`src/rtl/mips_wb_pkg.sv`:
```
// Shared types and helpers for the MIPS MEM/WB stage.
// Load-type encoding is fixed; the byte-merge helper serves the LWL/LWR forwarding path.
package mips_wb_pkg;

  localparam int DATA_W = 32;
  localparam int ADDR_W = 5;
  localparam int EN_W   = 4;

  typedef enum logic [2:0] {
    LOAD_NONE = 3'd0,
    LB        = 3'd1,
    LBU       = 3'd2,
    LH        = 3'd3,
    LHU       = 3'd4,
    LW        = 3'd5,
    LWL       = 3'd6,
    LWR       = 3'd7
  } load_type_t;

  // Byte i of the result comes from new_data when en[i] is set, else from old_data.
  function automatic logic [DATA_W-1:0] merge_bytes(input logic [DATA_W-1:0] new_data,
                                                    input logic [DATA_W-1:0] old_data,
                                                    input logic [EN_W-1:0]   en);
    logic [DATA_W-1:0] result;
    for (int i = 0; i < EN_W; i++) begin
      result[8*i +: 8] = en[i] ? new_data[8*i +: 8] : old_data[8*i +: 8];
    end
    return result;
  endfunction

endpackage

```
`src/rtl/mips_load_align.sv`:
```
// Combinational load alignment/extension for big-endian data memory.
// LWL/LWR are only decoded when MIPS_WB_LWLR_EN is defined; otherwise they write nothing.
module mips_load_align
  import mips_wb_pkg::*;
(
  input  load_type_t        load_type,
  input  logic [1:0]        off,
  input  logic [DATA_W-1:0] rdata,
  input  logic [DATA_W-1:0] alu_result,
  input  logic              reg_write,
  output logic [DATA_W-1:0] data,
  output logic [EN_W-1:0]   byte_en
);

  logic [DATA_W-1:0] byte_shift;
  logic [7:0]        byte_sel;
  logic [15:0]       half_sel;

  // Byte at offset off sits at bits [31-8*off -: 8]; shifting right by 8*(3-off) brings it to [7:0].
  assign byte_shift = rdata >> {~off, 3'b000};
  assign byte_sel   = byte_shift[7:0];
  assign half_sel   = off[1] ? rdata[15:0] : rdata[31:16];

  always_comb begin
    data    = '0;
    byte_en = '0;
    case (load_type)
      LOAD_NONE: begin
        data    = alu_result;
        byte_en = reg_write ? 4'b1111 : 4'b0000;
      end
      LB: begin
        data    = {{24{byte_sel[7]}}, byte_sel};
        byte_en = 4'b1111;
      end
      LBU: begin
        data    = {24'd0, byte_sel};
        byte_en = 4'b1111;
      end
      LH: begin
        data    = {{16{half_sel[15]}}, half_sel};
        byte_en = 4'b1111;
      end
      LHU: begin
        data    = {16'd0, half_sel};
        byte_en = 4'b1111;
      end
      LW: begin
        data    = rdata;
        byte_en = 4'b1111;
      end
`ifdef MIPS_WB_LWLR_EN
      LWL: begin
        data    = rdata << {off, 3'b000};
        byte_en = 4'b1111 << off;
      end
      LWR: begin
        data    = rdata >> {~off, 3'b000};
        byte_en = 4'b1111 >> ~off;
      end
`endif
      default: begin
        data    = '0;
        byte_en = '0;
      end
    endcase
  end

endmodule

```
`src/rtl/mips_wb_stage.sv`:
```
// MEM/WB pipeline register: load alignment, write-once byte enables, forwarding merge, retire counter.
// Define MIPS_WB_LWLR_EN to enable LWL/LWR and the partial-word forwarding merge.
module mips_wb_stage
  import mips_wb_pkg::*;
(
  input  logic              Clk,
  input  logic              Rst_n,
  input  logic              Mem_valid,
  input  logic [2:0]        Mem_load_type,
  input  logic              Mem_reg_write,
  input  logic [ADDR_W-1:0] Mem_rd_addr,
  input  logic [DATA_W-1:0] Mem_alu_result,
  input  logic [DATA_W-1:0] Mem_rdata,
  input  logic [DATA_W-1:0] Mem_rt_old,
  input  logic              Stall,
  input  logic              Flush,
  output logic [ADDR_W-1:0] Rd_addr,
  output logic [DATA_W-1:0] Rd_in,
  output logic [EN_W-1:0]   Rd_write_byte_en,
  output logic              Fwd_valid,
  output logic [ADDR_W-1:0] Fwd_addr,
  output logic [DATA_W-1:0] Fwd_data,
  output logic [DATA_W-1:0] Wb_count
);

  logic [DATA_W-1:0] align_data;
  logic [EN_W-1:0]   align_en;
  logic [EN_W-1:0]   en_next;

  logic              valid_reg;
  logic              written_reg;
  logic [ADDR_W-1:0] addr_reg;
  logic [DATA_W-1:0] data_reg;
  logic [EN_W-1:0]   en_reg;
  logic [DATA_W-1:0] count_reg;

  mips_load_align u_align (
    .load_type  (load_type_t'(Mem_load_type)),
    .off        (Mem_alu_result[1:0]),
    .rdata      (Mem_rdata),
    .alu_result (Mem_alu_result),
    .reg_write  (Mem_reg_write),
    .data       (align_data),
    .byte_en    (align_en)
  );

  // $zero is never written.
  assign en_next = (Mem_rd_addr == '0) ? '0 : align_en;

  always_ff @(posedge Clk or negedge Rst_n) begin
    if (!Rst_n) begin
      valid_reg   <= 1'b0;
      written_reg <= 1'b0;
      addr_reg    <= '0;
      data_reg    <= '0;
      en_reg      <= '0;
      count_reg   <= '0;
    end else if (Stall) begin
      // A held entry has already been presented once; suppress repeat writes.
      if (valid_reg) written_reg <= 1'b1;
    end else if (Flush) begin
      valid_reg   <= 1'b0;
      written_reg <= 1'b0;
    end else begin
      valid_reg   <= Mem_valid;
      written_reg <= 1'b0;
      addr_reg    <= Mem_rd_addr;
      data_reg    <= align_data;
      en_reg      <= en_next;
      if (Mem_valid) count_reg <= count_reg + 32'd1;
    end
  end

  assign Rd_addr          = addr_reg;
  assign Rd_in            = data_reg;
  assign Rd_write_byte_en = (valid_reg && !written_reg) ? en_reg : '0;
  assign Fwd_valid        = valid_reg && (en_reg != '0);
  assign Fwd_addr         = addr_reg;
  assign Wb_count         = count_reg;

`ifdef MIPS_WB_LWLR_EN
  logic [DATA_W-1:0] rt_old_reg;

  always_ff @(posedge Clk or negedge Rst_n) begin
    if (!Rst_n) begin
      rt_old_reg <= '0;
    end else if (!Stall && !Flush) begin
      rt_old_reg <= Mem_rt_old;
    end
  end

  assign Fwd_data = merge_bytes(data_reg, rt_old_reg, en_reg);
`else
  // Without partial-word loads the enables are all-or-nothing, so the old value is never needed.
  logic [DATA_W-1:0] unused_rt_old;
  assign unused_rt_old = Mem_rt_old;
  assign Fwd_data      = data_reg;
`endif

endmodule

```
`config.mk`:
```
export PLATFORM = sky130hd
export DESIGN_NAME = mips_wb_stage
export DESIGN_NICKNAME = d
export VERILOG_FILES = /design/src/rtl/mips_wb_pkg.sv /design/src/rtl/mips_load_align.sv /design/src/rtl/mips_wb_stage.sv
export SDC_FILE = /design/constraint.sdc
export NUM_CORES = 1
export LEC_CHECK = 0
export CORE_MARGIN = 5
export CORE_UTILIZATION = 43
export CTS_CLUSTER_DIAMETER = 60
export DETAILED_ROUTE_END_ITERATION = 16
export PLACE_DENSITY_LB_ADDON = 0.3
export SETUP_SLACK_MARGIN = 0.5
export SLEW_MARGIN = 30
export SYNTH_ARGS = -nofsm -noshare
export SYNTH_HDL_FRONTEND = slang
export SYNTH_SLANG_ARGS = --single-unit
```
`constraint.sdc`:
```
create_clock -name Clk -period 4.56 [get_ports Clk]
set_clock_uncertainty 0.15 [all_clocks]
set_input_delay 0.684 -clock Clk [delete_from_list [all_inputs] [get_ports Clk]]
set_output_delay 0.684 -clock Clk [all_outputs]
set_load 0.01 [all_outputs]
```
==> results of run 1 <==
[report_power, final]
| part | switching, uW | internal (uW) |
|---|---|---|
| clock | 251 | 308 |
| sequential | 72.7 | 706 |
| combinational | 257 | 340 |
| total | 580 | 1350 |
[cell type report]
cell class	instances	area, um2
clock inverters	7	93.8
clock buffers	9	124
inverters	2	7.51
repair buffers	193	1920
fillers	808	3580
well taps	133	166
multi-input cells	277	1990
flip-flops and latches	72	1800
[cell usage in the layout (no fill, tap or decap), drive strengths merged, types with 14 or more instances in the layout]
cell / count
a22o: 16
dfrtp: 72
nor2: 20
xnor2: 19
a21oi: 15
nand2: 33
clkdlybuf4s50: 187
a221o: 16
nand4: 14
[per-layer routing]
| layer | vias up | wire, um | global-route usage |
|---|---|---|---|
| li1 | 1785 | - | - |
| met1 | 1811 | 5330 | 0.276 |
| met2 | 171 | 6120 | 0.351 |
| met3 | 19 | 1050 | 0.0622 |
| met4 | 0 | 195 | 0.0579 |
| met5 | - | 0 | 0 |
[stage by stage]
step | worst slack [ns] | total power (uW)
after floorplan | 2.37 | 1080
after global placement | 1.39 | 1380
after detailed placement | 1.33 | 1390
after CTS | 1.70 | 1950
after global routing | 1.47 | 2040
final | 1.62 | 1930
[worst reg2reg max path, delay by kind of cell (launching register included)]
family | cells | cell delay [ns]
DFF | 1 | 0.44
xor gates and xnor gates | 1 | 0.18
and+or+nand+nor | 3 | 0.99
[cell families (layout without fill, tap and decap cells)]
logic type	after synthesis	count (layout)	synth area share
and+or+nand+nor	122	122	0.161
xor gates and xnor gates	32	32	0.0661
AOI/OAI and AO/OA	102	102	0.186
DFF	72	72	0.425
buffers and inverters	73	211	0.106
muxes	19	19	0.0505
adders and majority gates	2	2	0.00531
[worst min-delay path by stage]
stage / startpoint / to
detailed placement: Wb_count[31] / Wb_count[31]
CTS: Wb_count[31] / Wb_count[31]
global route: Rst_n / Wb_count[10]
floorplan: Rst_n / Fwd_addr[0]
finish: Rst_n / Wb_count[10]
global placement: Wb_count[31] / Wb_count[31]
==> summary.txt, run 1 <==
CP required -> 4.68 ns
Antenna viol nets, final -> 0
Outcome -> finished, final reports clean
PostCTS Resize Cnt -> 0
Drc violations -> 0
Wire length per cell -> 18.3 um
CTS Sinks -> 72
Die Y -> 109 um
Count leader, synth -> dfrtp_1
First-pass GRT wire length -> 19900 um
Root Buffer -> clkbuf_8
Htree depth -> 3
Post-Syn Area -> 4240 um2
Layout cell share with drive strength beyond 1 -> 0.0696
Grt ovf -> 0
Post-synth EDFFs -> 0
Critical path fanouts, max -> 22
DP Cell Count -> 677
Initial cell density of the core -> 0.438
Yosys reg bits -> 72
Setup CP Type -> primary input to flip-flop
Max-cap viol count -> 0
Fin. Hold Viols -> 0
Relative slew margins -> 0.431
HPWL Detailed -> 9630 um
DR iter-0 viols -> 185
Max-slew violations -> 0
Most frequent cells after synthesis -> dfrtp_1 (72), buf_4 (40), nand2_1 (33)
Initial antenna violation count -> 0
CTS tree -> built
Mapped Nets -> 533
Critical Path Slowest Stage Cell -> clkdlybuf4s50_1
# rows -> 36
Worst hold slack -> 0.197 ns
Final setup viols -> 0
Pre-antenna DRT Iters -> 5
Total vias in the final route -> 3786
Core Region -> 9680 um2
CP arrival -> 3.06 ns
DIE AREA -> 11900 um2
Crit. Startpoint -> Mem_load_type[2]
Max Root-Sink Buffers -> 2
Layout area overhead -> 44.1%
FF-to-FF End -> Wb_count[27]
Worst R2R Start -> Wb_count[19]
Hold crit path type -> primary input to asynchronous set/reset pin
Clock Latency Late Sink -> 0.34 ns
Total CTS buffers -> 9
Actual slew at the worst max-slew pin -> 0.851 ns
Largest delay share family, worst path -> buffers and inverters
Setup crit start kind -> primary input
Syn_area_per_cell -> 10.0 um2
Synth area leader -> dfrtp_1
Number of global-route vias before repair -> 3843
Worst path cell trace -> clkdlybuf4s50_1 -> and2_1 -> a22oi_1 -> o22a_1 -> a31oi_1
F_max -> 0.340 GHz
Fin cells -> 693
Synth area leaders -> dfrtp_1 (43%), buf_4 (7.1%), xnor2_1 (3.9%)
CP peak stage delay -> 0.99 ns
Yosys warning count -> 0
Setup TNS Final -> 0 ns
Post-synthesis async set-or-reset flop share -> 1.00
Vias per Instance -> 5.46
Syn Inst Count -> 422
CP bufs+invs -> 1
RSZ-0062 raised after global routing -> false
PD cells -> 317 nW/um2
Synth cell types -> 53
Die width -> 109 um
Worst-path clk slew -> 0.08 ns
Post-layout util -> 0.630
Total routing usage reported by global routing -> 0.214
Register area share after synthesis -> 0.425
Worst Setup EP -> Fwd_data[3]
N_diodes -> 0
Leak Pwr -> 0.00254 uW
Final worst-path cycle share -> 0.645
Largest net degree at the start of global routing -> 73
Critical Path End Type -> flip-flop
Maximum vdd drop -> 0.160 mV
Post-CTS Hold Buffers -> 0
Final wirelength -> 12700 um
Final net count -> 666
PortBufs -> 188
Worst R2R Path Depth -> 4
Min cycle time layout -> 2.94 ns
Top FF cell, synth -> dfrtp_1
Final Cell Area -> 6100 um2
Critical path depth -> 5
RePlAce Congestion -> 0.886
Total setup buffers inserted after CTS -> 0
Cell Area, Placed -> 5880 um2
R2R Setup Slk -> 2.72 ns
Yosys top cell area share -> 0.425
Io pins -> 221
No activity file was read; power rests on OpenSTA's default activity.
==> run 2: changes to the inputs <==
--- a/config.mk
+++ b/config.mk
@@ -6,7 +6,7 @@
 export NUM_CORES = 1
 export LEC_CHECK = 0
 export CORE_MARGIN = 5
-export CORE_UTILIZATION = 43
+export CORE_UTILIZATION = 40
 export CTS_CLUSTER_DIAMETER = 60
 export DETAILED_ROUTE_END_ITERATION = 16
 export PLACE_DENSITY_LB_ADDON = 0.3
==> constraint.sdc (replaced) <==
create_clock -name Clk -period 2.9 [get_ports Clk]
set_clock_uncertainty 0.15 [all_clocks]
set_input_delay 0.435 -clock Clk [delete_from_list [all_inputs] [get_ports Clk]]
set_output_delay 0.435 -clock Clk [all_outputs]
set_load 0.01 [all_outputs]
==> run 2 against run 1 <==
  * Global-route usage decreased by 1.1 points
  * Register-to-register slack got worse by 1.6 ns
  * Critical path depth unchanged
  * Sequential cell count unchanged
  * Cell count increased by 1.6%
  * Core utilization decreased by 3.0 points
  * Clock-buffer cell count unchanged
  * Routed wire length increased by 2.4%
  * Die area increased by 6.8%
  * First-iteration DRC count increased by 5.4%
  * Setup slack got worse by 0.99 ns
  * Via count increased by 2.4%
  * Critical path type unchanged
==> summary.txt, run 2 (synthesis gave the netlist of run 1 again) <==
Leak Pwr -> 0.00260 uW (+2.2%)
CP bufs+invs -> 2 (+1)
Worst path cell trace -> clkdlybuf4s50_1 -> buf_4 -> nand2b_2 -> a211oi_4 -> a221o_1
Post-layout util -> 0.601 (-0.0298)
Total CTS buffers -> 9 (unchanged)
Post-Place Worst Slack -> 0.310 ns (-1.02 ns)
Max-slew violations -> 0 (unchanged)
PortBufs -> 188 (unchanged)
Worst hold slack -> 0.317 ns (+0.120 ns)
Relative slew margins -> 0.493 (+0.0625)
Hold path depth -> 1
Layout area overhead -> 46.3%
CP peak stage delay -> 0.67 ns (-0.32 ns)
Final setup viols -> 0 (unchanged)
CTS tree -> built
Initial cell density of the core -> 0.410 (-0.0271)
Pre-antenna DRT Iters -> 4 (-1)
Outcome -> finished, final reports clean
Register Area -> 1800 um2 (unchanged)
Setup TNS Final -> 0 ns (unchanged)
Clock Latency Late Sink -> 0.35 ns (about the same)
Area of the multi-input gates -> 2000 um2 (+0.25%)
DP Cell Count -> 687 (+1.5%)
R2R Setup Slk -> 1.13 ns (-1.59 ns)
Most common cell after layout, fill and taps aside -> clkdlybuf4s50_1
Max Root-Sink Buffers -> 2 (unchanged)
Die width -> 113 um (+3.3%)
Most frequent cells in the layout -> clkdlybuf4s50_1 (187), dfrtp_1 (72), nand2_1 (33)
Die Y -> 113 um (+3.3%)
Critical path fanouts, max -> 16 (-27%)
F_max -> 0.440 GHz
Root Buffer -> clkbuf_8
Setup crit start kind -> primary input
Maximum vdd drop -> 0.235 mV (+47%)
Min cycle time layout -> 2.27 ns
Critical Path Slowest Stage Cell -> a211oi_4
Layout cell share with drive strength beyond 1 -> 0.0845 (+0.0149)
HP Start -> Wb_count[31]
RePlAce Congestion -> 0.838 (-5.4%)
End of the worst hold path -> Wb_count[31]
HPWL Detailed -> 9850 um (+2.4%)
Worst R2R Start -> Wb_count[7]
Number of global-route vias before repair -> 3959 (+3.0%)
Antenna viol nets, final -> 0 (unchanged)
Wire length per cell -> 18.5 um (+0.83%)
Total vias in the final route -> 3878 (+2.4%)
Fin cells -> 704 (+1.6%)
Grt ovf -> 0 (unchanged)
Htree depth -> 3 (unchanged)
N_diodes -> 0 (unchanged)
Final wirelength -> 13000 um (+2.4%)
PD cells -> 509 nW/um2 (+61%)
# rows -> 37 (+2.8%)
First-pass GRT wire length -> 20900 um (+5.0%)
Vias per Instance -> 5.51 (+0.83%)
Critical Path End Type -> flip-flop
CP arrival -> 2.40 ns (-0.66 ns)
Final worst slack -> 0.628 ns (-0.989 ns)
Io pins -> 221 (unchanged)
Setup CP Type -> primary input to flip-flop
Total setup buffers inserted after CTS -> 0 (unchanged)
Final worst-path cycle share -> 0.784
Initial antenna violation count -> 0 (unchanged)
Largest net degree at the start of global routing -> 73 (unchanged)
Largest delay share family, worst path -> buffers and inverters
Hold crit path type -> flip-flop to flip-flop
Worst-path clk slew -> 0.09 ns (about the same)
FF-to-FF End -> Wb_count[18]
Final net count -> 674 (+1.2%)
CTS Sinks -> 72 (unchanged)
Total routing usage reported by global routing -> 0.203 (-0.0105)
Fillers -> 877 (+8.5%)
Actual slew at the worst max-slew pin -> 0.759 ns (-0.0920 ns)
CP required -> 3.02 ns (-1.66 ns)
Drc violations -> 0 (unchanged)
Worst R2R Path Depth -> 4 (unchanged)
DR iter-0 viols -> 195 (+5.4%)
DIE AREA -> 12800 um2 (+6.8%)
Core Region -> 10300 um2 (+6.6%)
Max-cap viol count -> 0 (unchanged)
RSZ-0062 raised after global routing -> false
Fin. Hold Viols -> 0 (unchanged)
[run 2: changes by cell type in the layout (fill, tap and decap cells not counted), sizes merged]
| cell | previous run | this run |
|---|---|---|
| dlygate4sd3 | 0 | 1 |
| bufinv | 2 | 3 |
| buf | 6 | 13 |
| clkinvlp | 2 | 0 |
| clkinv | 2 | 3 |
[run 2: where the power goes]
group / switching, uW / internal (uW) / leakage, uW / total (uW)
Sequential: 120 / 1110 / 0.000945 / 1230
Clock: 403 / 573 / 0.000124 / 977
Combinational: 406 / 541 / 0.00153 / 947
Total: 929 / 2230 / 0.00260 / 3150
[run 2: timing repair]
item                       4_1_cts  5_1_grt
hold endpoints to repair         0       17
setup endpoints to repair        0        4
resized for setup                0        1
hold buffers                     0        1
[run 2: area by class of cell]
cell class                 instances  area share
clock buffer                       9      0.0200
clock inverter                     7      0.0190
inverter                           2     0.00121
multi-input combinational        277       0.322
sequential                        72       0.291
tap                              136      0.0274
timing repair buffer             201       0.320
[run 2: worst max-delay path by stage]
stage | start | to | slack [ns] | cells after the start
2_1_floorplan | Mem_alu_result[1] | Fwd_data[21] | 0.96 | 6
3_3_place_gp | Stall | Fwd_data[0] | 0.16 | 5
3_5_place_dp | Mem_load_type[1] | Fwd_data[18] | 0.31 | 5
4_1_cts | valid_reg | Rd_write_byte_en[3] | 0.59 | 3
5_1_grt | valid_reg | Rd_write_byte_en[3] | 0.55 | 3
6_report | Mem_load_type[1] | Fwd_data[19] | 0.63 | 5
[run 2: routing by layer]
layer  GRT usage  part of all wire  vias up
met1       0.250              0.39     1896
met3      0.0503             0.070       25
met5           0                 0        -
li1            -                 -     1799
met4      0.0689             0.024        0
met2       0.348              0.51      158
[run 2: worst reg2reg max path, delay by kind of cell (launching register included)]
| family | cells | cell delay, ns |
|---|---|---|
| and+or+nand+nor | 3 | 0.91 |
| xor gates and xnor gates | 1 | 0.16 |
| DFF | 1 | 0.44 |
[run 2: metrics by stage]
step                      cell area [um2]  total power (uW)
after CTS                            6180              3180
final                                6200              3150
after global routing                 6200              3310
after global placement               5940              2180
after detailed placement             5940              2200
after floorplan                      4240              1690
